### config.mk
export PLATFORM = sky130hd
export DESIGN_NAME = maxpooling
export DESIGN_NICKNAME = d
export VERILOG_FILES = /design/src/rtl/maxpooling_pkg.sv /design/src/rtl/maxpool_line_buffer.sv /design/src/rtl/maxpooling.sv
export SDC_FILE = /design/constraint.sdc
export NUM_CORES = 1
export LEC_CHECK = 0
export CORE_MARGIN = 5
export CORE_UTILIZATION = 57
export CTS_CLUSTER_DIAMETER = 100
export DETAILED_ROUTE_END_ITERATION = 8
export PLACE_DENSITY = 0.73
export SLEW_MARGIN = 10
export SYNTH_ARGS = -nofsm -noshare
export SYNTH_HDL_FRONTEND = slang
export SYNTH_HIERARCHICAL = 1
export SYNTH_SLANG_ARGS = --single-unit
### constraint.sdc
create_clock -name clk -period 10.8 [get_ports clk]
set_input_delay 2.16 -clock clk [delete_from_list [all_inputs] [get_ports clk]]
set_output_delay 2.16 -clock clk [all_outputs]
set_load 0.01 [all_outputs]
### src/rtl/maxpooling_pkg.sv
// Shared constants, pixel type and signed max helper for the 2x2/stride-2
// max-pooling block and its line buffer.
package maxpooling_pkg;
   localparam int unsigned DATA_W = 16;            // signed pixel width
   localparam int unsigned IN_W   = 28;            // input map width/height (even)
   localparam int unsigned CH     = 5;             // channels per frame
   localparam int unsigned OUT_W  = IN_W / 2;      // output map width/height

   localparam int unsigned COL_W  = $clog2(IN_W);  // col/row counter width
   localparam int unsigned IDX_W  = COL_W - 1;     // line buffer index = col/2
   localparam int unsigned CH_W   = (CH > 1) ? $clog2(CH) : 1;

   localparam logic [COL_W-1:0] COL_LAST = COL_W'(IN_W - 1);
   localparam logic [CH_W-1:0]  CH_LAST  = CH_W'(CH - 1);

   typedef logic signed [DATA_W-1:0] pixel_t;

   // Two's-complement maximum; ties return the (equal) value.
   function automatic pixel_t smax(input pixel_t a, input pixel_t b);
      return (a > b) ? a : b;
   endfunction
endpackage

### src/rtl/maxpool_line_buffer.sv
// Holds the horizontal pair maxima of an even input row so the following odd
// row can complete each 2x2 window.
// Ports:
//   clk     - clock, rising edge
//   we_i    - write enable (even row, odd column)
//   idx_i   - entry index, col/2; shared by write and read
//   wdata_i - horizontal pair maximum to store
//   rdata_o - stored entry at idx_i (combinational read)
module maxpool_line_buffer
   import maxpooling_pkg::*;
(
   input  logic                     clk,
   input  logic                     we_i,
   input  logic [IDX_W-1:0]         idx_i,
   input  logic signed [DATA_W-1:0] wdata_i,
   output logic signed [DATA_W-1:0] rdata_o
);

   pixel_t mem_q [OUT_W];

   always_ff @(posedge clk) begin
      if (we_i) begin
         mem_q[idx_i] <= wdata_i;
      end
   end

   assign rdata_o = mem_q[idx_i];

endmodule

### src/rtl/maxpooling.sv
// Streaming 2x2, stride-2 max pooling over CH maps of IN_W x IN_W signed
// pixels in (channel, row, column) raster order. One result per window,
// registered, one cycle after the window's bottom-right pixel is accepted.
// Ports:
//   clk             - clock, rising edge
//   rst_n           - synchronous reset, ACTIVE HIGH (legacy name)
//   ena             - sig_layer carries a valid pixel
//   frame_start_in  - pulse before the first pixel of a frame
//   line_start_in   - with the last pixel of each input row (not frame's last)
//   frame_end_in    - with the frame's final pixel
//   sig_layer       - signed input pixel
//   max_layer       - signed window maximum (held while valid=0)
//   frame_start_out - registered frame_start_in
//   line_start_out  - with the valid of output column 0
//   frame_end_out   - with the frame's final valid
//   valid           - max_layer holds a new result
module maxpooling
   import maxpooling_pkg::*;
(
   input  logic                     clk,
   input  logic                     rst_n,
   input  logic                     ena,
   input  logic                     frame_start_in,
   input  logic                     line_start_in,
   input  logic                     frame_end_in,
   input  logic signed [DATA_W-1:0] sig_layer,
   output logic signed [DATA_W-1:0] max_layer,
   output logic                     frame_start_out,
   output logic                     line_start_out,
   output logic                     frame_end_out,
   output logic                     valid
);

   logic [COL_W-1:0] col_q, col_d;
   logic [COL_W-1:0] row_q, row_d;
   logic [CH_W-1:0]  ch_q, ch_d;
   // Pixels are only taken between frame_start_in and frame_end_in; after a
   // reset the block ignores ena until the next frame_start_in.
   logic             active_q, active_d;
   pixel_t           prev_q, prev_d;

   pixel_t           max_q, max_d;
   logic             valid_q, valid_d;
   logic             ls_q, ls_d;
   logic             fe_q, fe_d;
   logic             fs_q, fs_d;

   logic             buf_we;
   logic [IDX_W-1:0] buf_idx;
   pixel_t           hmax;
   pixel_t           buf_rd;

   assign buf_idx = col_q[COL_W-1:1];
   assign hmax    = smax(prev_q, sig_layer);

   maxpool_line_buffer u_line_buffer (
      .clk     (clk),
      .we_i    (buf_we),
      .idx_i   (buf_idx),
      .wdata_i (hmax),
      .rdata_o (buf_rd)
   );

   always_comb begin
      col_d    = col_q;
      row_d    = row_q;
      ch_d     = ch_q;
      active_d = active_q;
      prev_d   = prev_q;
      max_d    = max_q;
      valid_d  = 1'b0;
      ls_d     = 1'b0;
      fe_d     = 1'b0;
      fs_d     = frame_start_in;
      buf_we   = 1'b0;

      if (frame_start_in) begin
         col_d    = '0;
         row_d    = '0;
         ch_d     = '0;
         active_d = 1'b1;
      end else if (ena && active_q) begin
         prev_d = sig_layer;
         if (col_q[0]) begin
            if (!row_q[0]) begin
               buf_we = 1'b1;
            end else begin
               valid_d = 1'b1;
               max_d   = smax(hmax, buf_rd);
               ls_d    = (buf_idx == '0);
            end
         end
         // line_start_in forces a row change even if the count disagrees
         if (line_start_in || (col_q == COL_LAST)) begin
            col_d = '0;
            if (row_q == COL_LAST) begin
               row_d = '0;
               ch_d  = (ch_q == CH_LAST) ? '0 : ch_q + 1'b1;
            end else begin
               row_d = row_q + 1'b1;
            end
         end else begin
            col_d = col_q + 1'b1;
         end
         if (frame_end_in) begin
            fe_d     = 1'b1;
            active_d = 1'b0;
         end
      end
   end

   always_ff @(posedge clk) begin
      if (rst_n) begin
         col_q    <= '0;
         row_q    <= '0;
         ch_q     <= '0;
         active_q <= 1'b0;
         prev_q   <= '0;
         max_q    <= '0;
         valid_q  <= 1'b0;
         ls_q     <= 1'b0;
         fe_q     <= 1'b0;
         fs_q     <= 1'b0;
      end else begin
         col_q    <= col_d;
         row_q    <= row_d;
         ch_q     <= ch_d;
         active_q <= active_d;
         prev_q   <= prev_d;
         max_q    <= max_d;
         valid_q  <= valid_d;
         ls_q     <= ls_d;
         fe_q     <= fe_d;
         fs_q     <= fs_d;
      end
   end

   assign max_layer       = max_q;
   assign valid           = valid_q;
   assign line_start_out  = ls_q;
   assign frame_end_out   = fe_q;
   assign frame_start_out = fs_q;

endmodule

==> results.sh <==
export IMPL_nFillCells=1372
export IMPL_synth_edf_count=224
export IMPL_r2r_worst_path_cells=16
export IMPL_clock_skew_ns=0.01166
export IMPL_dp_hpwl_um=15790
export IMPL_rows=52
export IMPL_arrival_ns=7.45
export IMPL_post_cts_setup_buffer_count=0
export IMPL_hp_class="reg -> reg"
export IMPL_ant_nets=0
export IMPL_fin_total_pwr_mw=2.093
export IMPL_drive_above_1_share_pct=12.33
export IMPL_grt_ovfl_total=0
export IMPL_core_area_mm2=0.02010
export IMPL_crit_path_max_incr_delay_ns=0.77
export IMPL_min_to="prev_q[7]$_SDFFE_PP0P_"
export IMPL_min_period_ns=7.013
export IMPL_required_ns=11.24
export IMPL_cts_resized=0
export IMPL_holdPathStages=2
export IMPL_wl_per_cell_um=23.63
export IMPL_drt_first_pass_iters=5
export IMPL_maxCapViolations=0
export IMPL_worstPathCellList="clkdlybuf4s50_1, inv_1, ha_1, nand4_1, nor4_1, a21boi_2, or4_1, a22o_1, mux2i_1, inv_1, ha_1, nor2b_1, o211ai_1, a2111o_1, o211ai_1, mux2_4, nand2b_4, o21ai_0"
export IMPL_syn_inst=724
export IMPL_r2r_slack_ns=5.66
export IMPL_p_leak_nw=4.538
export IMPL_critPathLaunchType="input pin"
export IMPL_path_max_fanout=17
export IMPL_worst_setup_path_end_kind="register"
export IMPL_powerDensity_mw_per_mm2=159.9
export IMPL_gp_congestion=0.8671
export IMPL_grt_max_degree=60
export IMPL_yosys_top_cells_area="edfxtp_1 (58%), mux4_1 (8.6%), dfxtp_1 (8.1%)"
export IMPL_initial_core_util_pct=57.54
export IMPL_multi_input_area_mm2=0.003531
export IMPL_grt_pass1_wl_um=38780
export IMPL_cp_slowest_cell="a22o_1"
export IMPL_yosysTopAreaCell="edfxtp_1"
export IMPL_synth_nets=780
export IMPL_via_per_inst=6.115
export IMPL_rsz0062_at_grt="false"
export IMPL_yosysMostFrequentCell="edfxtp_1"
export IMPL_syn2layout_area_growth_pct=13.19
export IMPL_syn_mean_instance_area_um2=15.98
export IMPL_irDropWorstVdd_v=0.0001565
export IMPL_vias=6512
export IMPL_antenna_found_initial=0
export IMPL_register_area_mm2=0.007672
export IMPL_status="complete, no violations"
export IMPL_clock_fmax_ghz=0.1426
export IMPL_dp_cells=1017
export IMPL_maxSlewViolCount=0
export IMPL_finalNonFillerCells=1065
export IMPL_fp_dieArea_mm2=0.02324
export IMPL_yosysWarnings=6
export IMPL_routed_wl_um=25170
export IMPL_yosys_area_top_type_share_pct=58.15
export IMPL_finalHoldViolCount=0
export IMPL_synth_seq_cells=271
export IMPL_num_antenna_cells=0
export IMPL_htreeDepth=1
export IMPL_cts_tree="done"
export IMPL_grt_usage_pct=21.64
export IMPL_grt_pass1_vias=6628
export IMPL_cts_root_buffer="clkbuf_16"
export IMPL_setup_viol=0
export IMPL_fin_nets=832
export IMPL_synthArstFlopShare_pct=0
export IMPL_ys_seq_area_share_pct=66.28
export IMPL_clk_pin_slew_ns=0.06
export IMPL_worstMarginPinSlew_ns=1.182
export IMPL_maxSlewHeadroom_pct=20.92
export IMPL_ys_top_cells_by_count="edfxtp_1 (224), inv_1 (50), a21oi_1 (49)"
export IMPL_reg2reg_from="prev_q[11]$_SDFFE_PP0P_"
export IMPL_io_buffer_count=41
export IMPL_cts_sinks=271
export IMPL_hold_start="prev_q[7]$_SDFFE_PP0P_"
export IMPL_synth_ff_type="edfxtp_1"
export IMPL_netlist_area_mm2=0.01157
export IMPL_r2r_end="max_layer[10]$_SDFFE_PP0P_"
export IMPL_postCtsHoldBufs=0
export IMPL_tns_ns=0
export IMPL_die_h_um=152.5
export IMPL_cts_path_max_buffers=3
export IMPL_yosysUniqueCellTypes=54
export IMPL_dr_first_iter_drc_count=498
export IMPL_die_x_um=152.5
export IMPL_clock_latency_ns=0.53
export IMPL_critical_path_class="in -> reg"
export IMPL_drc_errors=0
export IMPL_io_pins=42
export IMPL_cts_buffers=27
export IMPL_finalCritPeriodShare_pct=64.93
==> flip-flops by register name (all words and copies together), names as in the netlist <==
signal / flops
valid: 1
line_start_out: 1
col_q: 5
prev_q: 16
max_layer: 16
row_q: 5
u_line_buffer/mem_q: 224
frame_start_out: 1
active_q: 1
frame_end_out: 1
==> worst max path at each step <==
stage                              from                    endpoint  slack, ns
after global routing      sig_layer[11]  max_layer[10]$_SDFFE_PP0P_       3.46
after CTS                 sig_layer[11]   max_layer[9]$_SDFFE_PP0P_       3.81
after floorplan           sig_layer[11]  max_layer[10]$_SDFFE_PP0P_       4.81
after global placement    sig_layer[11]  max_layer[11]$_SDFFE_PP0P_       3.68
after detailed placement  sig_layer[11]  max_layer[10]$_SDFFE_PP0P_       3.29
final                     sig_layer[11]  max_layer[10]$_SDFFE_PP0P_       3.79
==> cell families after synthesis <==
group                      synth area share [%]
DFF                                       66.28
AOI/OAI and AO/OA                         6.350
and+or+nand+nor                           4.813
muxes                                     15.12
buffers and inverters                     3.526
adders and majority gates                 3.678
xor gates and xnor gates                 0.2272
==> cell type report <==
type	count	share of cell area [%]
clock buffers	40	5.782
well taps	270	2.580
inverters	50	1.433
repair buffers	58	4.109
flip-flops and latches	271	58.60
clock inverters	8	0.5256
multi-input cells	368	26.97
==> critical path: cells and delay by family <==
kind / cells / cell delay [ns]
and+or+nand+nor: 5 / 1.06
adders and majority gates: 2 / 0.71
AOI/OAI and AO/OA: 6 / 1.83
muxes: 2 / 0.81
buffers and inverters: 3 / 0.85
==> power breakdown <==
group | switching, mW | leakage, nW | internal, mW | total (mW)
logic | 0.0514 | 1.71 | 0.0248 | 0.0762
registers | 0.00179 | 2.43 | 1.14 | 1.14
clock network | 0.368 | 0.404 | 0.507 | 0.874
==> per-layer routing <==
layer  vias up  GRT usage (%)  wire (um)
li1       2956              -          -
met1      3299          29.59      10400
met2       205          36.81      12640
met3        52          3.238       1462
met4         0          5.982        665
met5         -              0          0
==> through the flow <==
| step | hold WS (ns) | util (%) | setup WS, ns | instance area [um2] |
|---|---|---|---|---|
| 2_1_floorplan | 0.4487 | - | 4.807 | 11570 |
| 3_3_place_gp | 0.4604 | 61.02 | 3.680 | 12270 |
| 3_5_place_dp | 0.4731 | 61.02 | 3.287 | 12270 |
| 4_1_cts | 0.4799 | 65.12 | 3.809 | 13090 |
| 5_1_grt | 0.5047 | 65.12 | 3.464 | 13090 |
| 6_report | 0.4769 | 65.12 | 3.787 | 13090 |
==> cells in the final DEF (no fill, tap or decap), types with 22 or more instances in the layout <==
cell type        count
mux4_1              38
clkbuf_16           27
mux2i_1             33
dfxtp_1             45
inv_1               50
nand2_1             47
nor2_1              22
ha_1                34
clkdlybuf4s50_1     41
edfxtp_1           224
a21oi_1             49
Power figures use the tool's default switching activity.
